<file path="src/rtl/sw_reg_unit.sv">
// Per-switch register endpoint: buffers 32-bit request frames in a small FIFO,
// executes each as a register write/read and returns a response tagged with op_id.
module sw_reg_unit #(
  parameter int FIFO_DEPTH  = 4,
  parameter int FRAME_WIDTH = 32,
  parameter int W_WIDTH     = 8,
  parameter int NUM_REGS    = 16,
  localparam int PTR_W      = $clog2(FIFO_DEPTH),
  localparam int CNT_W      = PTR_W + 1
) (
  input  logic                   clk,
  input  logic                   rst,
  input  logic [FRAME_WIDTH-1:0] frame_in,
  input  logic                   fifo_wr_en,
  output logic                   fifo_full,
  output logic                   rsp_valid,
  input  logic                   rsp_ready,
  output logic [7:0]             rsp_op_id,
  output logic                   rsp_wr_rd,
  output logic [W_WIDTH-1:0]     rsp_data,
  output logic                   rsp_err,
  output logic [7:0]             ovf_cnt,
  output logic [1:0]             dbg_state_o,
  output logic [CNT_W-1:0]       dbg_count_o
);

  localparam int ENTRY_W = 22;
  localparam int RA_W    = (NUM_REGS > 1) ? $clog2(NUM_REGS) : 1;

  typedef enum logic [1:0] {
    S_IDLE = 2'd0,
    S_EXEC = 2'd1,
    S_RESP = 2'd2
  } state_e;

  state_e               state_q, state_d;
  logic [ENTRY_W-1:0]   mem_q [FIFO_DEPTH];
  logic [PTR_W-1:0]     wr_ptr_q, wr_ptr_d;
  logic [PTR_W-1:0]     rd_ptr_q, rd_ptr_d;
  logic [CNT_W-1:0]     count_q, count_d;
  logic [7:0]           ovf_q, ovf_d;
  logic [ENTRY_W-1:0]   op_q, op_d;
  logic [W_WIDTH-1:0]   regs_q [NUM_REGS];
  logic [W_WIDTH-1:0]   regs_d [NUM_REGS];

  logic                 rsp_valid_q, rsp_valid_d;
  logic [7:0]           rsp_op_id_q, rsp_op_id_d;
  logic                 rsp_wr_rd_q, rsp_wr_rd_d;
  logic [W_WIDTH-1:0]   rsp_data_q, rsp_data_d;
  logic                 rsp_err_q, rsp_err_d;

  logic                 full, empty, push, drop, pop;
  logic [4:0]           op_addr;
  logic                 op_wr;
  logic [W_WIDTH-1:0]   op_data;
  logic [7:0]           op_id;
  logic                 addr_ok;
  logic [RA_W-1:0]      reg_idx;
  logic                 unused_frame_hi;

  assign unused_frame_hi = ^frame_in[FRAME_WIDTH-1:ENTRY_W];

  assign full  = (count_q == CNT_W'(FIFO_DEPTH));
  assign empty = (count_q == '0);
  assign push  = fifo_wr_en && !full;
  // A push into a full FIFO is dropped even if a pop frees a slot this cycle.
  assign drop  = fifo_wr_en && full;

  assign op_addr = op_q[21:17];
  assign op_wr   = op_q[16];
  assign op_data = W_WIDTH'(op_q[15:8]);
  assign op_id   = op_q[7:0];
  assign addr_ok = (32'(op_addr) < NUM_REGS);
  assign reg_idx = op_addr[RA_W-1:0];

  always_comb begin
    wr_ptr_d = wr_ptr_q;
    rd_ptr_d = rd_ptr_q;
    count_d  = count_q;
    ovf_d    = ovf_q;
    if (push) wr_ptr_d = wr_ptr_q + PTR_W'(1);
    if (pop)  rd_ptr_d = rd_ptr_q + PTR_W'(1);
    if (push && !pop)      count_d = count_q + CNT_W'(1);
    else if (!push && pop) count_d = count_q - CNT_W'(1);
    if (drop && (ovf_q != 8'hFF)) ovf_d = ovf_q + 8'd1;
  end

  // Response handshake: rsp_valid rises with all rsp_* fields registered together;
  // while rsp_valid && !rsp_ready every field holds; a cycle with rsp_valid && rsp_ready
  // transfers the response and rsp_valid drops on the following edge.
  always_comb begin
    state_d     = state_q;
    op_d        = op_q;
    pop         = 1'b0;
    regs_d      = regs_q;
    rsp_valid_d = rsp_valid_q;
    rsp_op_id_d = rsp_op_id_q;
    rsp_wr_rd_d = rsp_wr_rd_q;
    rsp_data_d  = rsp_data_q;
    rsp_err_d   = rsp_err_q;
    case (state_q)
      S_IDLE: begin
        if (!empty) begin
          op_d    = mem_q[rd_ptr_q];
          pop     = 1'b1;
          state_d = S_EXEC;
        end
      end
      S_EXEC: begin
        rsp_op_id_d = op_id;
        rsp_wr_rd_d = op_wr;
        rsp_valid_d = 1'b1;
        state_d     = S_RESP;
        if (addr_ok) begin
          rsp_err_d = 1'b0;
          if (op_wr) begin
            regs_d[reg_idx] = op_data;
            rsp_data_d      = op_data;
          end else begin
            rsp_data_d = regs_q[reg_idx];
          end
        end else begin
          rsp_err_d  = 1'b1;
          rsp_data_d = '0;
        end
      end
      S_RESP: begin
        if (rsp_ready) begin
          rsp_valid_d = 1'b0;
          state_d     = S_IDLE;
        end
      end
      default: state_d = S_IDLE;
    endcase
  end

  always_ff @(posedge clk) begin
    if (rst) begin
      state_q     <= S_IDLE;
      op_q        <= '0;
      wr_ptr_q    <= '0;
      rd_ptr_q    <= '0;
      count_q     <= '0;
      ovf_q       <= '0;
      regs_q      <= '{default: '0};
      rsp_valid_q <= 1'b0;
      rsp_op_id_q <= '0;
      rsp_wr_rd_q <= 1'b0;
      rsp_data_q  <= '0;
      rsp_err_q   <= 1'b0;
    end else begin
      state_q     <= state_d;
      op_q        <= op_d;
      wr_ptr_q    <= wr_ptr_d;
      rd_ptr_q    <= rd_ptr_d;
      count_q     <= count_d;
      ovf_q       <= ovf_d;
      regs_q      <= regs_d;
      rsp_valid_q <= rsp_valid_d;
      rsp_op_id_q <= rsp_op_id_d;
      rsp_wr_rd_q <= rsp_wr_rd_d;
      rsp_data_q  <= rsp_data_d;
      rsp_err_q   <= rsp_err_d;
    end
  end

  // Storage needs no reset: occupancy is tracked entirely by count/pointers.
  always_ff @(posedge clk) begin
    if (push) mem_q[wr_ptr_q] <= frame_in[ENTRY_W-1:0];
  end

  assign fifo_full   = full;
  assign rsp_valid   = rsp_valid_q;
  assign rsp_op_id   = rsp_op_id_q;
  assign rsp_wr_rd   = rsp_wr_rd_q;
  assign rsp_data    = rsp_data_q;
  assign rsp_err     = rsp_err_q;
  assign ovf_cnt     = ovf_q;
  assign dbg_state_o = state_q;
  assign dbg_count_o = count_q;

endmodule

</file>
<file path="config.mk">
export PLATFORM = sky130hd
export DESIGN_NAME = sw_reg_unit
export DESIGN_NICKNAME = d
export VERILOG_FILES = /design/src/rtl/sw_reg_unit.sv
export SDC_FILE = /design/constraint.sdc
export NUM_CORES = 1
export LEC_CHECK = 0
export CAP_MARGIN = 0
export CORE_MARGIN = 4
export CORE_UTILIZATION = 32
export CTS_CLUSTER_DIAMETER = 80
export DETAILED_ROUTE_END_ITERATION = 12
export PLACE_DENSITY = 0.51
export SYNTH_ARGS = -nofsm -noshare
export SYNTH_HDL_FRONTEND = slang
export SYNTH_SLANG_ARGS = --single-unit
</file>
<file path="constraint.sdc">
create_clock -name clk -period 2.5 [get_ports clk]
set_clock_uncertainty 0.15 [all_clocks]
set_input_delay 0.75 -clock clk [delete_from_list [all_inputs] [get_ports clk]]
set_output_delay 0.75 -clock clk [all_outputs]
set_load 0.005 [all_outputs]
</file>
# After elaboration in Yosys (flattened, before gate mapping)

Memory sizes are Yosys's and may differ from the RTL's. A register that Yosys moved wholly into a read port is not among the register bits.
Index checks and enable logic that the tools add are counted.

Register bits: 164
RAM bits: 88
Input bits: 36
Word-level logic and storage cells: 80
Memories kept: 1

Add/sub/neg operators: 5
Order comparisons: 3
Eq/ne operators: 6
Mux-type cells: 20
Bitwise operators: 2
Reduce and logical (&&, ||, !) cells: 17

Memory list:

| memory | depth | width | rd ports | clocked after memory_dff | wr ports | line | RTL |
|---|---|---|---|---|---|---|---|
| mem_q  | 4     | 22    | 1        | 1                        | 1        | 37   | `logic [ENTRY_W-1:0] mem_q [FIFO_DEPTH];` |

Operator list:

| operator              | number |
|---|---|
| $bwmux W128           | 1 |
| $mux W8               | 5 |
| $bmux W8 S4           | 1 |
| $demux W8 S4          | 1 |
| $add A8 B1 Y8 const B | 1 |
| $ne A8 B8 Y1 const B  | 1 |
| $logic_and A1 B1 Y1   | 6 |
| $mux W1               | 6 |
| $mux W3               | 2 |
| $pmux W2 S3           | 1 |
| $reduce_and A2 Y1     | 3 |
| $ge A5 B5 Y1 const B  | 1 |
| $lt A5 B1 Y1 const B  | 1 |
| $lt A5 B5 Y1 const B  | 1 |
| $not A4 Y5            | 1 |
| $add A2 B1 Y2 const B | 2 |
| $mux W2               | 2 |
| $ne A2 B2 Y1 const B  | 2 |
| $reduce_bool A2 Y1    | 2 |
| $add A3 B1 Y3 const B | 1 |
| $eq A3 B3 Y1 const B  | 1 |
| $logic_not A1 Y1      | 3 |
| $logic_not A3 Y1      | 1 |
| $reduce_and A3 Y1     | 1 |
| other kinds (6)       | 6 |

# Longest topological paths before layout

Word-level depth: 7
Mapped depth: 10
Gate-level depth less buffers: 9

# Worst setup path before layout

No wires, ideal clock.

Kind: input port to flip-flop
From: in fifo_wr_en
To: reg count_q[2] (netlist: dbg_count_o[2])
Arrival time: 2.278 ns
Data required time: 2.280 ns
Setup slack: 0.001 ns
Stages: 8
Cell sequence: nor2b_1 clkbuf_1 ha_1 inv_1 fa_1 xor2_1 or3_1 a21oi_1

Word-level cells in the longest chain between the ends: 4

RTL lines:

| element                             | line | RTL |
|---|---|---|
| start: declaration                  | 14   | `input logic fifo_wr_en,` |
| $logic_and A1 B1 Y1 (*)             | 65   | `assign push = fifo_wr_en && !full;` |
| via push                            | 52   | `logic full, empty, push, drop, pop;` |
| $logic_not A1 Y1                    | 84   | `else if (!push && pop) count_d = count_q - CNT_W'(1);` |
| $logic_and A1 B1 Y1                 | 84   |  |
| $reduce_bool A2 Y1 (no source line) | -    |  |
| end signal: assignment              | 156  | `count_q <= count_d;` |
| end: declaration                    | 40   | `logic [CNT_W-1:0] count_q, count_d;` |

The timed path passes the listed nets; every way through them passes the cells marked *.
A chain may end at the register's enable or synchronous reset.

# Worst setup path after layout

From: reg count_q[0] (netlist: dbg_count_o[0])
To: out dbg_count_o[0]

RTL lines:

| element          | line | RTL |
|---|---|---|
| end: declaration | 24   | `output logic [CNT_W-1:0] dbg_count_o` |

No word-level cell between the ends.

==> results.md <==
* Worst hold start: op_q[1]
* Post-synthesis sequential area ratio at 56.1%
* Inserted Clock Buffers at 31
* PD cells at 960 nW/um^2
* DRT antenna net count at 0
* Core area at 34,800 sq um
* First-pass GRT wire length at 42,000 um
* Drt wl/cell at 17.8 um
* R2r setup slk at 250 ps
* Cts hold-fix bufs at 0
* Hold slack at 307 ps
* Tmin final at 2420 ps
* Status: completed
* # fillers at 3,351
* I/O Pins at 69
* Top-count cell post-synth: dfxtp_1
* RR Startpoint: dbg_count_o[2]
* Antenna violations before repair at 0
* Finished Layout Cells at 1,470
* Net count after synthesis at 971
* Overall routing resource usage at 13.6%
* Site Rows at 68
* Synth Flop Type: dfxtp_1
* Top cells by count, synth: dfxtp_1, mux2i_1, nor2_1
* #FFs+latches synth at 274
* Die H at 196 um
* Syn-to-layout area delta at 20.7%
* Clk Latency, worst-skew pair at 560 ps
* Leakage at 5.34 nW
* MaxCap Viol Count at 0
* Pre-antenna DRT Iters at 5
* Vias per cell at 4.86
* Startpoint types: flop
* Chip width at 196 um
* H-tree depth at 1
* Dpl ws at -372 ps
* Vias in the first global route at 7,128
* Synth area leaders: dfxtp_1, edfxtp_1, mux2i_1
* Post-CTS Setup Bufs at 0
* Design Power at 13.1 mW
* Num Clock Sinks at 274
* Final slew viol count at 0
* # diodes at 0
* DR DRC count at 0
* Average size of a mapped cell at 12.2 sq um
* Max-slew headroom at 53.9%
* CTS Buffer Depth at 3
* Placed Cells at 1,412
* GP Congestion at 0.741
* Final setup viols at 0
* Endpoint class of the critical path: output port
* Reg2Reg Depth at 9
* Post-synth top area cell: dfxtp_1
* Fmax at 413 MHz
* Arrival time worst endpoint at 1520 ps
* Largest net degree at the start of global routing at 50
* Top cell type's share of synthesized area at 32.8%
* 1st-iter DRT viols at 445
* Slowest cell on crit path: clkdlybuf4s50_1
* Setup Crit Path Kind: flop to output port
* Worst-Margin Slew at 692 ps
* Layout cells sized above 1 at 16.3%
* WL final at 26,100 um
* Final layout net count at 1,033
* RR Endpoint: dbg_count_o[2]
* CTS tree: yes
* Vias at 7,140
* Critical path endpoint: dbg_count_o[0]
* Peak VDD IR at 0.626 mV
* Post-synth EDFFs at 88
* DIE AREA at 38,500 sq um
* Number of unique standard cell types used by synthesis at 51
* Crit path from: dbg_count_o[0]
* Tcrit/Tclk final at 96.9%
* Fin worst setup slack at 78.0 ps
* Worst path max stage delay at 500 ps
* Final hold violation count at 0
* FF+latch area at 6370 sq um
* Cell chain of the critical path: buf_6 > clkdlybuf4s50_1
* Initial core utilization at 32.6%
* DP HPWL at 16,700 um
* Cell Area, Synth at 11,300 sq um
* Synthesized instance count at 928
* Hold Path Class: flop to flop
* Async SR Flop Fraction at 0%
* Worst Path Max Fanout at 5
* Reg clk slew, reported paths at 60 ps
* Overflow after GRT at 0
* RSZ-0062 raised after global routing: no
* Setup TNS at 0 ps
* Port bufs at 58
* Area occupied by multi-input gates at 4530 sq um
* Yosys warnings at 0
* Root Driver: clkbuf_16
* Critical Path RT at 1600 ps
==> area by class of cell <==
cell class	count	share of cell area, %
Timing Repair Buffer	110	8.17
Clock buffer	42	6.33
Sequential cell	274	46.6
Clock inverter	16	1.61
Tap cell	455	4.16
Inverter	4	0.110
Multi-Input combinational cell	569	33.1
==> worst max-delay path, delay by kind of cell (launching register included) <==
family | cells | cell delay (ps)
buffers and inverters | 2 | 630
flip-flops | 1 | 340
==> stage by stage <==
stage	utilization, %	area (sq um)
finish	39.3	13700
detailed placement	36.2	12600
floorplan	-	11300
global placement	36.2	12600
CTS	39.3	13700
global route	39.3	13700
==> sequential cells by signal (all words and copies together), names as in the netlist, 2 cells and up <==
signal	flops
regs_q	128
mem_q	88
op_q	22
ovf_cnt	8
rsp_data	8
rsp_op_id	8
dbg_count_o	3
dbg_state_o	2
rd_ptr_q	2
wr_ptr_q	2
==> report_power, final <==
part	switching, mW	internal (mW)	total [mW]
sequential	0.417	4.98	5.39
clock	1.81	2.94	4.76
combinational	1.65	1.34	2.99
total	3.88	9.26	13.1
==> routing by layer <==
metal	part of all wire [%]	vias to the layer above	wire length, um	track usage (%)
met5	0	-	0	0
met3	4.1	35	1060	1.94
met1	49	3511	12800	20.3
met2	45	131	11700	21.1
met4	2.0	0	510	2.87
li1	-	3463	-	-
==> logic make-up (layout without fill, tap and decap cells) <==
logic type      Yosys count  in the layout  synth area share [%]
mux                     194            194                  22.2
xor+xnor                 10             10                 0.772
buf+inv                  85            172                  4.04
fa+ha+maj                 7              7                 0.838
compound gates           81             81                  4.55
flops                   274            274                  56.1
simple gates            277            277                  11.5
==> how the worst min path moves through the flow <==
stage / cells after the start / end / slack, ps
final: 2 / op_q[1] / 310
after floorplan: 2 / rsp_op_id[0] / 280
after CTS: 2 / op_q[1] / 310
after detailed placement: 2 / rsp_op_id[6] / 300
after global routing: 2 / rsp_op_id[1] / 320
after global placement: 2 / op_q[7] / 300
==> placed cells by master (no fill, tap or decap), types with 5 or more instances in the layout <==
cell and instances:
dfxtp_1 182, mux2i_1 147, nor2_1 147, edfxtp_1 88, nand2_1 75, clkdlybuf4s50_1 55, mux4_2 46, buf_4 39
a21oi_1 35, clkbuf_16 31, a22oi_1 16, buf_12 11, nand4b_1 9, a311oi_1 8, and2_1 7, o22ai_1 7
a211oi_1 7, xor2_1 7, ha_1 6, clkbuf_1 6, and4bb_2 5, or2b_1 5, bufinv_16 5, clkbuf_8 5
==> repair_timing <==
item                                   4_1_cts  5_1_grt
endpoints found under the hold margin        0        0
cloned                                       0        0
setup endpoints to repair                    3        3
resized for setup                            5        3
(Power assumes the default switching activity.)
